<file path="src/rtl/uart_rx_fifo.sv">
// uart_rx_fifo
//   8N1 UART receiver with 16x oversampling and 3-sample majority voting,
//   feeding a first-word-fall-through byte FIFO with a valid/ready output.
//   Framing and overrun errors are held in sticky flags.
//
// Ports
//   clk_clk        system clock
//   reset_reset_n  asynchronous active-low reset
//   uart_rxd       serial input, idle high, asynchronous to clk_clk
//   rx_data        byte at the FIFO head (0 while the FIFO is empty)
//   rx_valid       FIFO not empty
//   rx_ready       consumer accepts rx_data when rx_valid & rx_ready
//   fifo_level     number of bytes currently stored (0..FIFO_DEPTH)
//   frame_err      sticky: stop bit sampled low
//   overrun_err    sticky: byte dropped because the FIFO was full
//   err_clear      single-cycle clear of both sticky flags
//
// Receiver states
//   state     | meaning
//   ----------+--------------------------------------------------------
//   IDLE      | line idle, waiting for rxs = 0
//   START     | validating the start bit at its centre
//   DATA      | collecting 8 data bits, LSB first
//   STOP      | sampling the stop bit; push on high, frame error on low
//   WAIT_HIGH | after a framing error, wait for the line to return high

module uart_rx_fifo #(
  parameter int BAUD_DIV   = 27,
  parameter int FIFO_DEPTH = 16,
  parameter int LVL_W      = 5
) (
  input  logic             clk_clk,
  input  logic             reset_reset_n,
  input  logic             uart_rxd,
  output logic [7:0]       rx_data,
  output logic             rx_valid,
  input  logic             rx_ready,
  output logic [LVL_W-1:0] fifo_level,
  output logic             frame_err,
  output logic             overrun_err,
  input  logic             err_clear
);

  localparam int PRE_W = $clog2(BAUD_DIV);
  localparam int AW    = $clog2(FIFO_DEPTH);

  localparam logic [PRE_W-1:0] PRE_MAX  = PRE_W'(BAUD_DIV - 1);
  localparam logic [LVL_W-1:0] LVL_FULL = LVL_W'(FIFO_DEPTH);

  localparam logic [2:0] IDLE      = 3'd0;
  localparam logic [2:0] START     = 3'd1;
  localparam logic [2:0] DATA      = 3'd2;
  localparam logic [2:0] STOP      = 3'd3;
  localparam logic [2:0] WAIT_HIGH = 3'd4;

  // ---------------------------------------------------------------
  // Input synchronizer (resets to the idle-high line level)
  // ---------------------------------------------------------------
  logic rx_meta;
  logic rxs;

  always_ff @(posedge clk_clk or negedge reset_reset_n) begin
    if (!reset_reset_n) begin
      rx_meta <= 1'b1;
      rxs     <= 1'b1;
    end else begin
      rx_meta <= uart_rxd;
      rxs     <= rx_meta;
    end
  end

  // ---------------------------------------------------------------
  // Oversampling timebase
  // ---------------------------------------------------------------
  logic [2:0]       state;
  logic [PRE_W-1:0] pre_cnt;
  logic [3:0]       s_cnt;
  logic             tick;
  logic             start_det;
  logic             decide;
  logic             vote_7;
  logic             vote_8;
  logic             dec_bit;

  assign tick      = (pre_cnt == PRE_MAX);
  assign start_det = (state == IDLE) && !rxs;
  // the bit decision is taken on the s=9 tick, using the live rxs as
  // the third vote alongside the s=7 and s=8 samples
  assign decide    = tick && (s_cnt == 4'd9);
  assign dec_bit   = (vote_7 & vote_8) | (vote_7 & rxs) | (vote_8 & rxs);

  always_ff @(posedge clk_clk or negedge reset_reset_n) begin
    if (!reset_reset_n) begin
      pre_cnt <= '0;
      s_cnt   <= 4'd0;
    end else if (start_det) begin
      // realign the timebase to the falling edge of the start bit
      pre_cnt <= '0;
      s_cnt   <= 4'd0;
    end else if (tick) begin
      pre_cnt <= '0;
      s_cnt   <= s_cnt + 4'd1;
    end else begin
      pre_cnt <= pre_cnt + 1'b1;
    end
  end

  always_ff @(posedge clk_clk or negedge reset_reset_n) begin
    if (!reset_reset_n) begin
      vote_7 <= 1'b1;
      vote_8 <= 1'b1;
    end else if (tick) begin
      if (s_cnt == 4'd7) vote_7 <= rxs;
      if (s_cnt == 4'd8) vote_8 <= rxs;
    end
  end

  // ---------------------------------------------------------------
  // Frame decoder
  // ---------------------------------------------------------------
  logic [2:0] bit_idx;
  logic [7:0] shreg;
  logic       push;
  logic       frame_set;

  assign push      = (state == STOP) && decide && dec_bit;
  assign frame_set = (state == STOP) && decide && !dec_bit;

  always_ff @(posedge clk_clk or negedge reset_reset_n) begin
    if (!reset_reset_n) begin
      state   <= IDLE;
      bit_idx <= 3'd0;
      shreg   <= 8'h00;
    end else begin
      case (state)
        IDLE: begin
          if (!rxs) state <= START;
        end
        START: begin
          if (decide) begin
            if (dec_bit) begin
              state <= IDLE;
            end else begin
              state   <= DATA;
              bit_idx <= 3'd0;
            end
          end
        end
        DATA: begin
          if (decide) begin
            shreg <= {dec_bit, shreg[7:1]};
            if (bit_idx == 3'd7) state <= STOP;
            else                 bit_idx <= bit_idx + 3'd1;
          end
        end
        STOP: begin
          if (decide) begin
            if (dec_bit) state <= IDLE;
            else         state <= WAIT_HIGH;
          end
        end
        WAIT_HIGH: begin
          if (rxs) state <= IDLE;
        end
        default: state <= IDLE;
      endcase
    end
  end

  // ---------------------------------------------------------------
  // First-word-fall-through FIFO
  // ---------------------------------------------------------------
  logic [7:0]    mem [FIFO_DEPTH];
  logic [AW-1:0] wr_ptr;
  logic [AW-1:0] rd_ptr;
  logic          full;
  logic          pop;
  logic          wr_en;
  logic          ovr_set;

  assign full    = (fifo_level == LVL_FULL);
  assign rx_valid = (fifo_level != '0);
  assign pop     = rx_valid && rx_ready;
  // a simultaneous pop frees the slot, so a push into a full FIFO only
  // drops when nothing is leaving in the same cycle
  assign wr_en   = push && (!full || pop);
  assign ovr_set = push && full && !pop;
  assign rx_data = rx_valid ? mem[rd_ptr] : 8'h00;

  // storage is not reset: emptiness is tracked by the level alone
  always_ff @(posedge clk_clk) begin
    if (wr_en) mem[wr_ptr] <= shreg;
  end

  always_ff @(posedge clk_clk or negedge reset_reset_n) begin
    if (!reset_reset_n) begin
      wr_ptr     <= '0;
      rd_ptr     <= '0;
      fifo_level <= '0;
    end else begin
      if (wr_en) wr_ptr <= wr_ptr + 1'b1;
      if (pop)   rd_ptr <= rd_ptr + 1'b1;
      case ({wr_en, pop})
        2'b10:   fifo_level <= fifo_level + 1'b1;
        2'b01:   fifo_level <= fifo_level - 1'b1;
        default: fifo_level <= fifo_level;
      endcase
    end
  end

  // ---------------------------------------------------------------
  // Sticky error flags (a set event outranks err_clear)
  // ---------------------------------------------------------------
  always_ff @(posedge clk_clk or negedge reset_reset_n) begin
    if (!reset_reset_n) begin
      frame_err   <= 1'b0;
      overrun_err <= 1'b0;
    end else begin
      if (frame_set)      frame_err <= 1'b1;
      else if (err_clear) frame_err <= 1'b0;

      if (ovr_set)        overrun_err <= 1'b1;
      else if (err_clear) overrun_err <= 1'b0;
    end
  end

endmodule

</file>
<file path="config.mk">
export PLATFORM = sky130hd
export DESIGN_NAME = uart_rx_fifo
export DESIGN_NICKNAME = d
export VERILOG_FILES = /design/src/rtl/uart_rx_fifo.sv
export SDC_FILE = /design/constraint.sdc
export NUM_CORES = 1
export LEC_CHECK = 0
export ABC_CLOCK_PERIOD_IN_PS = 6050
export BUFFER_PORTS_ARGS = -buffer_cell sky130_fd_sc_hd__buf_2
export CAP_MARGIN = 20
export CORE_MARGIN = 4
export CORE_UTILIZATION = 59
export CTS_CLUSTER_SIZE = 16
export DETAILED_ROUTE_END_ITERATION = 7
export PLACE_DENSITY = 0.77
export SLEW_MARGIN = 15
export SYNTH_ARGS = -nofsm -noshare
export SYNTH_HDL_FRONTEND = slang
export SYNTH_SLANG_ARGS = --single-unit
</file>
<file path="constraint.sdc">
create_clock -name clk_clk -period 6.05 [get_ports clk_clk]
set_input_delay 0.9075 -clock clk_clk [delete_from_list [all_inputs] [get_ports clk_clk]]
set_output_delay 0.9075 -clock clk_clk [all_outputs]
set_load 0.005 [all_outputs]
</file>
==> Word-level counts from Yosys, hierarchy flattened <==
Memory sizes are Yosys's and may differ from the RTL's.
Index checks and enable logic that the tools add are counted.
{ "totals": {"output_inout_bits": 16, "word_cells": 98, "mem_bits_rw": 128, "inputBits": 5, "regBits": 42, "n_memories": 1} }
{ "classes": {"mux": 25, "n_eq_ne": 20, "reduce_logical": 26, "n_addsub": 7, "n_bitwise": 5} }
{ "mem_list": {"columns": ["memory", "words", "width", "rd", "rd_ports_with_merged_regs", "write_ports", "line_no", "source"], "rows": [
  ["mem", 16, 8, 1, 0, 1, "173", "logic [7:0] mem [FIFO_DEPTH];"]
]} }
{ "ops": {"columns": ["cell", "count"], "rows": [
  ["3-bit two-way mux", 11],
  ["2-bit inequality test (second input constant)", 8],
  ["3-bit case mux with 5 select lines", 1],
  ["4-bit by 1-bit adder with 4-bit output (second input constant)", 3],
  ["5-bit by 1-bit adder with 5-bit output (second input constant)", 2],
  ["5-bit equality test (second input constant)", 2],
  ["5-bit two-way mux", 2],
  ["5-bit case mux with 2 select lines", 1],
  ["2-bit nonzero test", 5],
  ["1-bit logical AND", 9],
  ["4-bit equality test (second input constant)", 2],
  ["4-bit two-way mux", 2],
  ["8-bit two-way mux", 1],
  ["3-bit by 2-bit equality test with 1-bit output (second input constant)", 2],
  ["3-bit equality test (second input constant)", 2],
  ["3-bit case mux with 2 select lines", 1],
  ["2-bit AND reduction", 3],
  ["6-bit AND reduction", 1],
  ["1-bit two-way mux", 5],
  ["5-bit AND reduction", 1],
  ["5-bit nonzero test", 1],
  ["5-bit by 1-bit subtractor with 5-bit output (second input constant)", 1],
  ["4-bit by 3-bit equality test with 1-bit output (second input constant)", 1],
  ["1-bit zero test", 4],
  ["9 further kinds", 12]
]} }

==> Depth between registers and ports, before layout <==
{ "logic_depth": {"word_depth": 7, "depth_mapped": 13, "depth_no_buf": 12} }

==> Least setup slack after synthesis <==
OpenSTA, ideal clock, no wires.
{ "synth_path": {"path_type": "input-to-reg", "start": "in rx_ready", "end": "reg fifo_level[4]", "cell_stages": 10, "setup_slack_ps": 3077, "setup_ps": 121, "required_ps": 5929, "t_arrival_ps": 2852, "path_cell_list": "clkbuf_1 -> o21ai_2 -> nor2_1 -> inv_1 -> fa_1 -> nand2b_1 -> o2bb2ai_1 -> or3_1 -> a31oi_1 -> nand2b_1"} }
{ "synth_between": {"elab_chain_cells": 5, "word_cells_on_any_way": 7, "classes_between": "2 x eq/ne; 1 x mux; 4 x reduce/logical"} }
{ "synth_lines": {"columns": ["item", "line_no", "source"], "rows": [
  ["start: declaration", "37", "input logic rx_ready,"],
  ["1-bit logical AND (*)", "183", "assign pop = rx_valid && rx_ready;"],
  ["1-bit logical OR", "186", "assign wr_en = push && (!full || pop);"],
  ["1-bit logical AND", "186", null],
  ["2-bit by 1-bit equality test with 1-bit output or 2-bit equality test (tied branches)", "203", "case ({wr_en, pop})"],
  ["5-bit case mux with 2 select lines or 2-bit nonzero test (tied branches)", null, null],
  ["end signal: assignment", "204", "2'b10: fifo_level <= fifo_level + 1'b1;"],
  ["end signal: assignment", "205", "2'b01: fifo_level <= fifo_level - 1'b1;"],
  ["end signal: assignment", "206", "default: fifo_level <= fifo_level;"],
  ["end: declaration", "38", "output logic [LVL_W-1:0] fifo_level,"]
]} }
Every way passes the cells marked *; elsewhere a longest branch is shown, timed or not.
A chain may end at the register's enable or synchronous reset.

==> Final worst setup path <==
{ "layout_path": {"start": "reg rd_ptr[0]", "end": "out rx_data[3]"} }
{ "layout_between": {"elab_chain_cells": 2} }
{ "layout_lines": {"columns": ["item", "line_no", "source"], "rows": [
  ["start: declaration", "175", "logic [AW-1:0] rd_ptr;"],
  ["start signal: assignment", "202", "if (pop) rd_ptr <= rd_ptr + 1'b1;"],
  ["memory 16 x 8 bit", null, null],
  ["8-bit two-way mux", "188", "assign rx_data = rx_valid ? mem[rd_ptr] : 8'h00;"],
  ["end: declaration", "35", "output logic [7:0] rx_data,"]
]} }
No other way between the ends.

==> results.toml <==
[outcome]
status = "complete, no violations"

[grt]
antenna_found_initial = 0
grt_max_degree = 43
gr-total-overflow = 0
grt_pass1_wl_um = 22400
grt_pass1_vias = 3754
gr-usage-all-layers_pct = 21.70

[pwr]
p_leak_uw = 0.003261
ir_drop_uv = 170.5
powerDensity_nw_per_um2 = 357.1

[worst_hold_path]
hp-class = "reg -> reg"
min_from = "rx_meta"
holdPathEnd = "rxs"
holdPathStages = 0

[cells_and_area]
area_growth_pct = 11.46
layout_commonest_cell = "edfxtp_1"
register_area_um2 = 4901
layout_common_cells = "128 x edfxtp_1, 40 x mux4_2, 37 x dfrtp_1"
diodes = 0
multi_input_area_um2 = 2146
fillers = 786
drive_gt1_share_pct = 25.11
fin_nets = 458

[floorplanning]
die_h_um = 118.5
core_area_um2 = 11960
start_util_pct = 60.25
die-area_um2 = 14050
die_w_um = 118.5
ios = 21
rows = 40

[timing]
setup_viol = 0
finClkSkew_ns = 0.006628
hold_slack_ns = 0.3592
min_period_over_period_pct = 63.98
layout_min_cycle_time_ns = 3.871
slew_headroom_pct = 34.90
finalSetupTns_ns = 0
worst_slew_pin_slew_ns = 0.9765
hold_violations = 0
slew_violations = 0
fmax_ghz = 0.2583
rsz0062_at_grt = "false"

[clock_tree]
ctsLongestPathBuffers = 2
cts_resized = 0
numCtsBuffers = 17
tritoncts = "built"
post_cts_buffers = 0
clock-sinks = 170
cts_root_buffer = "clkbuf_16"
clk_pin_slew_ns = 0.06
cts_hold_buf = 0
cts-htree-levels = 4
insertion_delay_ns = 0.42

[drt]
avgViaCountPerCell = 6.229
vias = 3719
ant_nets = 0
routed_wl_um = 13920
first_iter_violations = 475
wire_per_inst_um = 23.31
drc = 0
drt-pass1-iter-count = 5

[job]
drv_cap = 0

[placed_design]
hpwl_um = 8493
portBuffers = 20
gp_congestion = 0.7603

[logic_synthesis]
syn_area_um2 = 7207
synth_area_per_cell_um2 = 17.49
ys_warn_count = 0
syn_inst = 412
ys_seq_area_share_pct = 67.99
async_flop_share_pct = 24.71
ys_types = 50
synth_ff_type = "edfxtp_1"
synth_edf_count = 128
synth_fp_nets = 433
synth_seq_cells = 170

[critical_path]
reg2reg_slack_ns = 2.90
crit_required_ns = 5.14
cp.arrival_ns = 2.96
criticalPathCategory = "reg -> out"
reg2regPathDepth = 12
timing.rr.start = "pre_cnt[0]"
reg2reg_to = "fifo_level[4]"
endpoint_kind = "output pin"
critPathMaxFanout = 20
cp-startpoint = "rd_ptr[0]"
cp-start-kind = "register"
-- metal layers --
metal | GRT usage [%] | up-vias | routed length [µm]
met2 | 32.93 | 129 | 6890
met3 | 5.789 | 18 | 895
li1 | - | 1652 | -
met5 | 0 | - | 0
met1 | 30.95 | 1920 | 5904
met4 | 7.386 | 0 | 229
-- flip-flops by register name, summed over array words and instances (netlist names), 3 cells and up --
register,count
s_cnt,4
rd_ptr,4
bit_idx,3
fifo_level,5
mem,128
shreg,8
state,3
wr_ptr,4
pre_cnt,5
-- worst max-delay path, cell delays in order, from the launching register on --
cell     delay [ns]
dfrtp_2        0.68
buf_4          0.47
mux4_2         0.58
mux4_2         0.49
and2_1         0.18
buf_2          0.13
-- cells by family (layout without fill, tap and decap cells) --
logic type,Yosys count,after routing,share of synthesized area [%]
AOI/OAI and AO/OA,28,28,2.535
xor gates and xnor gates,15,15,1.823
adders and majority gates,17,17,3.021
buffers and inverters,35,73,2.239
DFF,170,170,67.99
muxes,55,55,14.79
and+or+nand+nor,92,92,7.604
-- synth_stat cells (2+ instances only) --
cell type,count,share of area [%]
a21oi_1,8,0.56
clkbuf_1,9,0.47
mux2i_1,3,0.42
o22ai_1,3,0.26
nand2_1,10,0.52
nand4_1,5,0.43
nand2b_1,4,0.35
or3_1,4,0.35
nor2_1,21,1.1
buf_6,3,0.47
nand4b_1,2,0.24
buf_2,3,0.21
mux2_2,12,1.9
o21ai_0,4,0.28
a21o_1,2,0.21
a22o_1,2,0.24
a211oi_1,2,0.21
xor2_1,5,0.61
dfstp_2,4,1.5
mux4_2,40,12
and3_1,2,0.17
edfxtp_1,128,53
nor4_1,5,0.43
o31ai_1,2,0.21
ha_1,15,2.6
and3b_1,2,0.24
nand3_1,5,0.35
xnor2_1,10,1.2
and4_1,2,0.24
inv_1,15,0.78
nor3b_1,2,0.21
dfrtp_1,38,13
nand3b_1,2,0.21
buf_1,4,0.21
and2_1,19,1.6
-- metrics by stage --
stage               worst slack [ns]  util [%]  instance area (µm²)  power (µW)  cells
floorplan                      3.077         -                 7207        1713    412
global placement               2.617     62.13                 7432        1780    565
detailed placement             2.576     62.13                 7432        1800    565
CTS                            2.121     67.15                 8033        2891    597
global route                   1.989     67.15                 8033        2991    597
finish                         2.179     67.15                 8033        2869    597
-- cell type report --
cell class / instances / share of cell area (%)
clock buffers: 25 / 6.044
well taps: 147 / 2.290
multi-input cells: 207 / 26.71
clock inverters: 7 / 1.433
repair buffers: 26 / 1.807
inverters: 15 / 0.7009
flip-flops and latches: 170 / 61.01
-- worst max path at each step --
stage / endpoint / slack (ns) / depth (start not counted)
5_1_grt: rx_data[3] / 1.99 / 5
3_5_place_dp: rx_data[6] / 2.58 / 5
6_report: rx_data[3] / 2.18 / 5
4_1_cts: rx_data[1] / 2.12 / 5
2_1_floorplan: fifo_level[4] / 3.08 / 10
3_3_place_gp: rx_data[3] / 2.62 / 5
-- report_power, final --
group	total, µW	internal [µW]	switching, µW
logic	393	201	192
registers	1380	1270	106
clock network	1100	681	415
(Power assumes the default switching activity.)
